--- config.mk ---
export PLATFORM = sky130hd
export DESIGN_NAME = vp_conv3x3_flat
export DESIGN_NICKNAME = d
export VERILOG_FILES = /design/src/rtl/vp_pkg.sv /design/src/rtl/vp_conv3x3_if.sv /design/src/rtl/vp_conv_coef_rom.sv /design/src/rtl/vp_conv3x3.sv /design/src/flat_wrapper.sv
export SDC_FILE = /design/constraint.sdc
export NUM_CORES = 1
export LEC_CHECK = 0
export ABC_AREA = 1
export CAP_MARGIN = 5
export CORE_MARGIN = 2
export CORE_UTILIZATION = 34
export CTS_CLUSTER_SIZE = 30
export DETAILED_ROUTE_END_ITERATION = 8
export HOLD_SLACK_MARGIN = 0.15
export REMOVE_ABC_BUFFERS = 1
export SLEW_MARGIN = 20
export SYNTH_ARGS = -nofsm -noshare
export SYNTH_HDL_FRONTEND = slang
export SYNTH_SLANG_ARGS = --single-unit
export TNS_END_PERCENT = 5
--- constraint.sdc ---
create_clock -name i_clk -period 6.5 [get_ports i_clk]
set_clock_uncertainty 0.1 [all_clocks]
set_input_delay 0.65 -clock i_clk [delete_from_list [all_inputs] [get_ports i_clk]]
set_output_delay 0.65 -clock i_clk [all_outputs]
set_load 0.02 [all_outputs]
--- src/rtl/vp_pkg.sv ---
// Shared constants for the 3x3 convolution stage: kernel-select encoding,
// coefficient width, per-kernel right shifts and the accumulator width rule.
package vp_pkg;

    localparam logic [1:0] KSEL_IDENTITY = 2'd0;
    localparam logic [1:0] KSEL_GAUSS    = 2'd1;
    localparam logic [1:0] KSEL_SHARPEN  = 2'd2;
    localparam logic [1:0] KSEL_LAPLACE  = 2'd3;

    localparam int unsigned COEF_W  = 5;
    localparam int unsigned SHIFT_W = 3;

    localparam logic [SHIFT_W-1:0] SHIFT_IDENTITY = 3'd0;
    localparam logic [SHIFT_W-1:0] SHIFT_GAUSS    = 3'd4;
    localparam logic [SHIFT_W-1:0] SHIFT_SHARPEN  = 3'd0;
    localparam logic [SHIFT_W-1:0] SHIFT_LAPLACE  = 3'd0;

    typedef logic signed [COEF_W-1:0] coef_t;

    // Nine products of DW+6 bits never overflow a DW+10 bit signed sum.
    function automatic int unsigned sum_width(input int unsigned dw);
        return dw + 10;
    endfunction

endpackage

--- src/rtl/vp_conv3x3_if.sv ---
// Window-in / pixel-out bundle of the 3x3 convolution stage.
// master drives the windows, slave is the convolution stage.
interface vp_conv3x3_if #(
    parameter int unsigned DW = 8
);
    logic [9*DW-1:0] i_pixel_data;
    logic            i_pixel_valid;
    logic [1:0]      i_kernel_sel;
    logic [DW-1:0]   o_pixel;
    logic            o_pixel_valid;
    logic            o_eol;

    modport master (
        output i_pixel_data, i_pixel_valid, i_kernel_sel,
        input  o_pixel, o_pixel_valid, o_eol
    );

    modport slave (
        input  i_pixel_data, i_pixel_valid, i_kernel_sel,
        output o_pixel, o_pixel_valid, o_eol
    );
endinterface

--- src/rtl/vp_conv_coef_rom.sv ---
// Combinational kernel table: maps a kernel select to its nine signed
// coefficients (k = 3*row + col) and the right shift applied to the sum.
module vp_conv_coef_rom
    import vp_pkg::*;
(
    input  logic [1:0]         ksel,
    output coef_t              coef [9],
    output logic [SHIFT_W-1:0] shift
);

    logic [9*COEF_W-1:0] flat;

    function automatic logic [9*COEF_W-1:0] pack9(
        input int c0, input int c1, input int c2,
        input int c3, input int c4, input int c5,
        input int c6, input int c7, input int c8
    );
        return {COEF_W'(c8), COEF_W'(c7), COEF_W'(c6),
                COEF_W'(c5), COEF_W'(c4), COEF_W'(c3),
                COEF_W'(c2), COEF_W'(c1), COEF_W'(c0)};
    endfunction

    always_comb begin
        flat  = '0;
        shift = SHIFT_IDENTITY;
        unique case (ksel)
            KSEL_IDENTITY: begin
                flat  = pack9(0, 0, 0, 0, 1, 0, 0, 0, 0);
                shift = SHIFT_IDENTITY;
            end
            KSEL_GAUSS: begin
                flat  = pack9(1, 2, 1, 2, 4, 2, 1, 2, 1);
                shift = SHIFT_GAUSS;
            end
            KSEL_SHARPEN: begin
                flat  = pack9(0, -1, 0, -1, 5, -1, 0, -1, 0);
                shift = SHIFT_SHARPEN;
            end
            KSEL_LAPLACE: begin
                flat  = pack9(-1, -1, -1, -1, 8, -1, -1, -1, -1);
                shift = SHIFT_LAPLACE;
            end
            default: begin
                flat  = '0;
                shift = SHIFT_IDENTITY;
            end
        endcase
    end

    always_comb begin
        for (int k = 0; k < 9; k++) begin
            coef[k] = coef_t'(flat[k*COEF_W +: COEF_W]);
        end
    end

endmodule

--- src/rtl/vp_conv3x3.sv ---
// Three-stage pipelined 3x3 convolution with per-row kernel selection,
// normalising shift and clip to DW bits. Define VP_CONV_ABS_EN to output
// the magnitude of negative results instead of clipping them to zero.
module vp_conv3x3
    import vp_pkg::*;
#(
    parameter int unsigned DW = 8,
    parameter int unsigned RL = 640
) (
    input logic         i_clk,
    input logic         i_rstn,
    vp_conv3x3_if.slave bus
);

    localparam int unsigned CW = (RL > 1) ? $clog2(RL) : 1;
    localparam int unsigned PW = DW + 6;
    localparam int unsigned SW = sum_width(DW);
    localparam logic [CW-1:0] COL_LAST = CW'(RL - 1);
    localparam logic signed [SW-1:0] PIX_MAX = SW'((2 ** DW) - 1);

    // Row position and kernel latch
    logic [CW-1:0] col_q;
    logic [1:0]    ksel_q;
    logic [1:0]    ksel_eff;
    logic          row_start;

    assign row_start = bus.i_pixel_valid && (col_q == '0);
    // A request at col 0 takes effect on that same window.
    assign ksel_eff  = row_start ? bus.i_kernel_sel : ksel_q;

    always_ff @(posedge i_clk) begin
        if (!i_rstn) begin
            col_q  <= '0;
            ksel_q <= KSEL_IDENTITY;
        end else if (bus.i_pixel_valid) begin
            col_q  <= (col_q == COL_LAST) ? '0 : col_q + CW'(1);
            ksel_q <= ksel_eff;
        end
    end

    // S1: products
    coef_t              coef [9];
    logic [SHIFT_W-1:0] shift;

    vp_conv_coef_rom u_coef_rom (
        .ksel  (ksel_eff),
        .coef  (coef),
        .shift (shift)
    );

    logic signed [PW-1:0] prod [9];

    always_comb begin
        for (int k = 0; k < 9; k++) begin
            prod[k] = $signed(PW'({1'b0, bus.i_pixel_data[k*DW +: DW]})) * PW'(coef[k]);
        end
    end

    logic                 s1_valid_q;
    logic                 s1_eol_q;
    logic [SHIFT_W-1:0]   s1_shift_q;
    logic signed [PW-1:0] s1_prod_q [9];

    logic                 s2_valid_q;
    logic                 s2_eol_q;
    logic [SHIFT_W-1:0]   s2_shift_q;
    logic signed [SW-1:0] s2_row_q [3];

    // Only the valid bits need reset; data stages load on valid only.
    always_ff @(posedge i_clk) begin
        if (!i_rstn) begin
            s1_valid_q <= 1'b0;
            s2_valid_q <= 1'b0;
        end else begin
            s1_valid_q <= bus.i_pixel_valid;
            s2_valid_q <= s1_valid_q;
        end
    end

    always_ff @(posedge i_clk) begin
        if (bus.i_pixel_valid) begin
            s1_eol_q   <= (col_q == COL_LAST);
            s1_shift_q <= shift;
            for (int k = 0; k < 9; k++) begin
                s1_prod_q[k] <= prod[k];
            end
        end
        if (s1_valid_q) begin
            s2_eol_q   <= s1_eol_q;
            s2_shift_q <= s1_shift_q;
            for (int r = 0; r < 3; r++) begin
                s2_row_q[r] <= SW'(s1_prod_q[3*r]) + SW'(s1_prod_q[3*r+1])
                             + SW'(s1_prod_q[3*r+2]);
            end
        end
    end

    // S3: final sum, normalise, clip
    logic signed [SW-1:0] total;
    logic signed [SW-1:0] shifted;
    logic signed [SW-1:0] mag;
    logic [DW-1:0]        pix_d;

    always_comb begin
        total   = s2_row_q[0] + s2_row_q[1] + s2_row_q[2];
        shifted = total >>> s2_shift_q;
`ifdef VP_CONV_ABS_EN
        mag     = (shifted < 0) ? -shifted : shifted;
`else
        mag     = (shifted < 0) ? '0 : shifted;
`endif
        if (mag > PIX_MAX) begin
            pix_d = '1;
        end else begin
            pix_d = mag[DW-1:0];
        end
    end

    always_ff @(posedge i_clk) begin
        if (!i_rstn) begin
            bus.o_pixel       <= '0;
            bus.o_pixel_valid <= 1'b0;
            bus.o_eol         <= 1'b0;
        end else begin
            bus.o_pixel_valid <= s2_valid_q;
            bus.o_eol         <= s2_valid_q & s2_eol_q;
            if (s2_valid_q) begin
                bus.o_pixel <= pix_d;
            end
        end
    end

endmodule

--- src/flat_wrapper.sv ---
// flat-port wrapper written by rule: the top's interface ports become plain ports
module vp_conv3x3_flat import vp_pkg::*;
#(
    parameter int unsigned DW = 8,
    parameter int unsigned RL = 640
)
  (i_clk, i_rstn, bus_i_pixel_data, bus_i_pixel_valid, bus_i_kernel_sel, bus_o_pixel, bus_o_pixel_valid, bus_o_eol);
  vp_conv3x3_if #(.DW(DW)) bus_i ();
  input logic i_clk;
  input logic i_rstn;
  input wire logic [$bits(bus_i.i_pixel_data)-1:0] bus_i_pixel_data;
  input wire logic [$bits(bus_i.i_pixel_valid)-1:0] bus_i_pixel_valid;
  input wire logic [$bits(bus_i.i_kernel_sel)-1:0] bus_i_kernel_sel;
  output wire logic [$bits(bus_i.o_pixel)-1:0] bus_o_pixel;
  output wire logic [$bits(bus_i.o_pixel_valid)-1:0] bus_o_pixel_valid;
  output wire logic [$bits(bus_i.o_eol)-1:0] bus_o_eol;
  assign bus_i.i_pixel_data = bus_i_pixel_data;
  assign bus_i.i_pixel_valid = bus_i_pixel_valid;
  assign bus_i.i_kernel_sel = bus_i_kernel_sel;
  assign bus_o_pixel = bus_i.o_pixel;
  assign bus_o_pixel_valid = bus_i.o_pixel_valid;
  assign bus_o_eol = bus_i.o_eol;
  vp_conv3x3 #(.DW(DW), .RL(RL)) u_core (.i_clk(i_clk), .i_rstn(i_rstn), .bus(bus_i));
endmodule
==> flow_metrics.py <==
metrics = {
    "clock_tree": {
        "cts_root_buf": "clkbuf_16",
        "clock_latency_ps": 540,
        "clkTransAtPathRegs_ps": 60,
        "cts.htree.levels": 1,
        "post-cts-setup-buffer-count": 0,
        "hold_buffers": 0,
        "cts_resized": 0,
        "cts_buffer_depth": 3,
        "numCtsBuffers": 25,
        "tritoncts": "done",
        "clock_sinks": 201,
    },
    "run_status": {
        "status": "completed",
    },
    "critical_path": {
        "end_kind": "flip-flop",
        "worstPathMaxFanout": 11,
        "start_kind": "flip-flop",
        "worst_ep_arrival_time_ps": 5940,
        "cp_data_required_time_ps": 6680,
        "path_class": "reg2reg",
        "ff2ff_path_depth": 26,
    },
    "floorplanning": {
        "initial_utilization_pct": 34.3,
        "die_w_um": 256,
        "dieArea_um2": 65400,
        "num_rows": 92,
        "die_y_um": 256,
        "coreArea_um2": 62900,
        "io_pins": 87,
    },
    "place": {
        "hpwl_mm": 39.2,
        "port_buffers": 86,
        "routabilityCongestion": 0.874,
        "dp_cells": 3298,
    },
    "timing": {
        "finalHoldViolCount": 0,
        "slew_violations": 0,
        "relSlewSlack_pct": 32.0,
        "period_share_pct": 88.6,
        "period_needed_ps": 5760,
        "tightest_slew_ps": 1020,
        "fmax_mhz": 174,
        "setup_viol": 0,
        "tns_ps": 0,
        "rsz0062_at_grt": "no",
    },
    "min_path": {
        "holdPathStages": 4,
        "hold_class": "in2reg",
    },
    "logic_synthesis": {
        "synth_seq_cells": 201,
        "netlist_instances": 2378,
        "ys_warn_count": 0,
        "ys.flop_type": "edfxtp_1",
        "ys_async_sr_fraction_pct": 0,
        "avgSynthCellArea_um2": 9.05,
        "synth-edff-count": 177,
        "synth-seq-area-share_pct": 26.9,
        "synthDistinctLibCells": 43,
        "netlist_area_um2": 21500,
    },
    "cells_and_area": {
        "stdcell_count": 3344,
        "fin_nets": 3091,
        "insertedDiodeCount": 0,
        "fill_cells": 6300,
        "syn_to_final_growth_pct": 12.4,
        "drive_gt1_share_pct": 2.48,
    },
    "grt": {
        "grt_use_total_pct": 14.6,
        "grt_max_degree": 81,
        "grt_pass1_wl_mm": 78.1,
        "gr-total-overflow": 0,
        "grt_pass1_vias": 15930,
        "grt_antenna_before_repair": 2,
    },
    "pwr": {
        "leakagePower_nw": 12.5,
        "p_per_area_nw_per_um2": 436,
        "p_total_mw": 10.6,
        "ir_worst_vdd_mv": 0.259,
    },
    "detailed_routing": {
        "drcViolationCount": 0,
        "wirelength_mm": 46.3,
        "vias": 15248,
        "vias_per_cell": 4.56,
        "wire_per_inst_um": 13.9,
        "antenna_left": 0,
        "drt_iter0_markers": 860,
        "dr.pass1.iters": 5,
    },
    "job": {
        "maxCapViolCount": 0,
    },
}
## cell families (layout without fill, tap and decap cells)
kind of cell | Yosys count | after routing | synth area share [%]
flip-flops | 201 | 201 | 26.9
AND/OR/NAND/NOR | 662 | 662 | 12.3
buffers and inverters | 626 | 746 | 11.1
adder cells (fa/ha/maj) | 535 | 535 | 38.7
XOR/XNOR | 121 | 121 | 4.92
multiplexers | 1 | 1 | 0.0465
AO/OA/AOI/OAI | 232 | 232 | 5.98
## metrics by stage
step	area, µm²	hold slack, ps	setup slack [ps]	utilization, %
after floorplan	21400	300	-1230	-
after global placement	23400	346	457	37.3
after detailed placement	23400	325	448	37.3
after CTS	24200	287	722	38.5
after global routing	24200	317	346	38.5
final	24200	304	740	38.5
## critical path, stage by stage (launching register included)
cell,delay (ps)
dfxtp_1,330
inv_1,90
ha_1,160
nand4_1,110
inv_1,70
nand3_1,120
or2_1,270
o21ai_4,110
inv_4,50
ha_2,190
inv_1,490
buf_4,300
nor2_1,70
fa_1,470
fa_1,500
inv_1,50
fa_1,480
inv_1,40
ha_1,340
nand2_1,60
o21ai_0,280
a21oi_1,150
o21ai_0,270
a21oi_1,110
nor2_1,100
nor2_1,60
xnor2_1,120
## cells in the final DEF (no fill, tap or decap), types with 12 or more instances in the layout
cell             count
xnor2_1             44
edfxtp_1           177
dfxtp_1             23
o21ai_0             52
nor3_1              14
clkbuf_16           25
nand3_1             58
a21oi_1            135
fa_1               218
nand2_1            341
nor2_1             222
clkdlybuf4s50_1     85
o2111ai_1           12
xor2_1              77
inv_1              599
ha_1               316
buf_4               13
## cell usage after synthesis, types with 9 or more instances
cell,number,share of area (%)
o31ai_1,9,0.31
edfxtp_1,177,25
nand3_1,58,1.3
clkbuf_1,11,0.19
xor2_1,77,3.1
nor3_1,14,0.33
a21oi_1,135,3.1
ha_1,317,18
dfxtp_1,24,2.2
o21ai_0,52,1.2
inv_1,599,10
xnor2_1,44,1.8
nand2_1,342,6.0
o2111ai_1,12,0.49
nor2_1,222,3.9
fa_1,218,20
## power breakdown
part	switching [mW]	internal (mW)	total, mW
logic	4.19	2.64	6.83
clock network	0.549	0.780	1.33
registers	0.264	2.13	2.39
total	5.00	5.55	10.6
## per-layer routing
metal / track usage (%) / routed length [µm] / share of wire (%) / vias to the layer above
li1: - / - / - / 7641
met3: 2.05 / 1690 / 3.6 / 64
met4: 4.30 / 1510 / 3.3 / 0
met2: 24.9 / 21700 / 47 / 248
met1: 19.2 / 21400 / 46 / 7295
met5: 0 / 0 / 0 / -
## area by class of cell
class / instances / area [µm²] / area share, %
repair buffers: 99 / 968 / 4.00
inverters: 601 / 2260 / 9.33
clock buffers: 28 / 637 / 2.63
multi-input cells: 1551 / 13300 / 55.1
well taps: 846 / 1060 / 4.37
flip-flops and latches: 201 / 5800 / 24.0
clock inverters: 18 / 140 / 0.579
## flip-flops by register name, summed over array words and instances, names as in the netlist
register,flops
u_core.bus.o_eol,1
u_core.bus.o_pixel,8
u_core.bus.o_pixel_valid,1
u_core.col_q,10
u_core.ksel_q,2
u_core.s1_eol_q,1
u_core.s1_prod_q,125
u_core.s1_shift_q,1
u_core.s1_valid_q,1
u_core.s2_eol_q,1
u_core.s2_row_q,48
u_core.s2_shift_q,1
u_core.s2_valid_q,1
## path summary, 6_finish.rpt
kind	startpoint	endpoint	slack, ps
hold reg to reg	u_core.s1_shift_q[2]$_DFFE_PP_	u_core.s2_shift_q[2]$_DFFE_PP_	330
setup reg to reg	u_core.col_q[1]$_SDFFE_PN0P_	u_core.s1_prod_q[0][13]$_DFFE_PP_	740
setup / recovery	u_core.col_q[1]$_SDFFE_PN0P_	u_core.s1_prod_q[0][13]$_DFFE_PP_	740
hold / removal	bus_i_pixel_valid	u_core.col_q[1]$_SDFFE_PN0P_	300
Power figures use the tool's default switching activity.
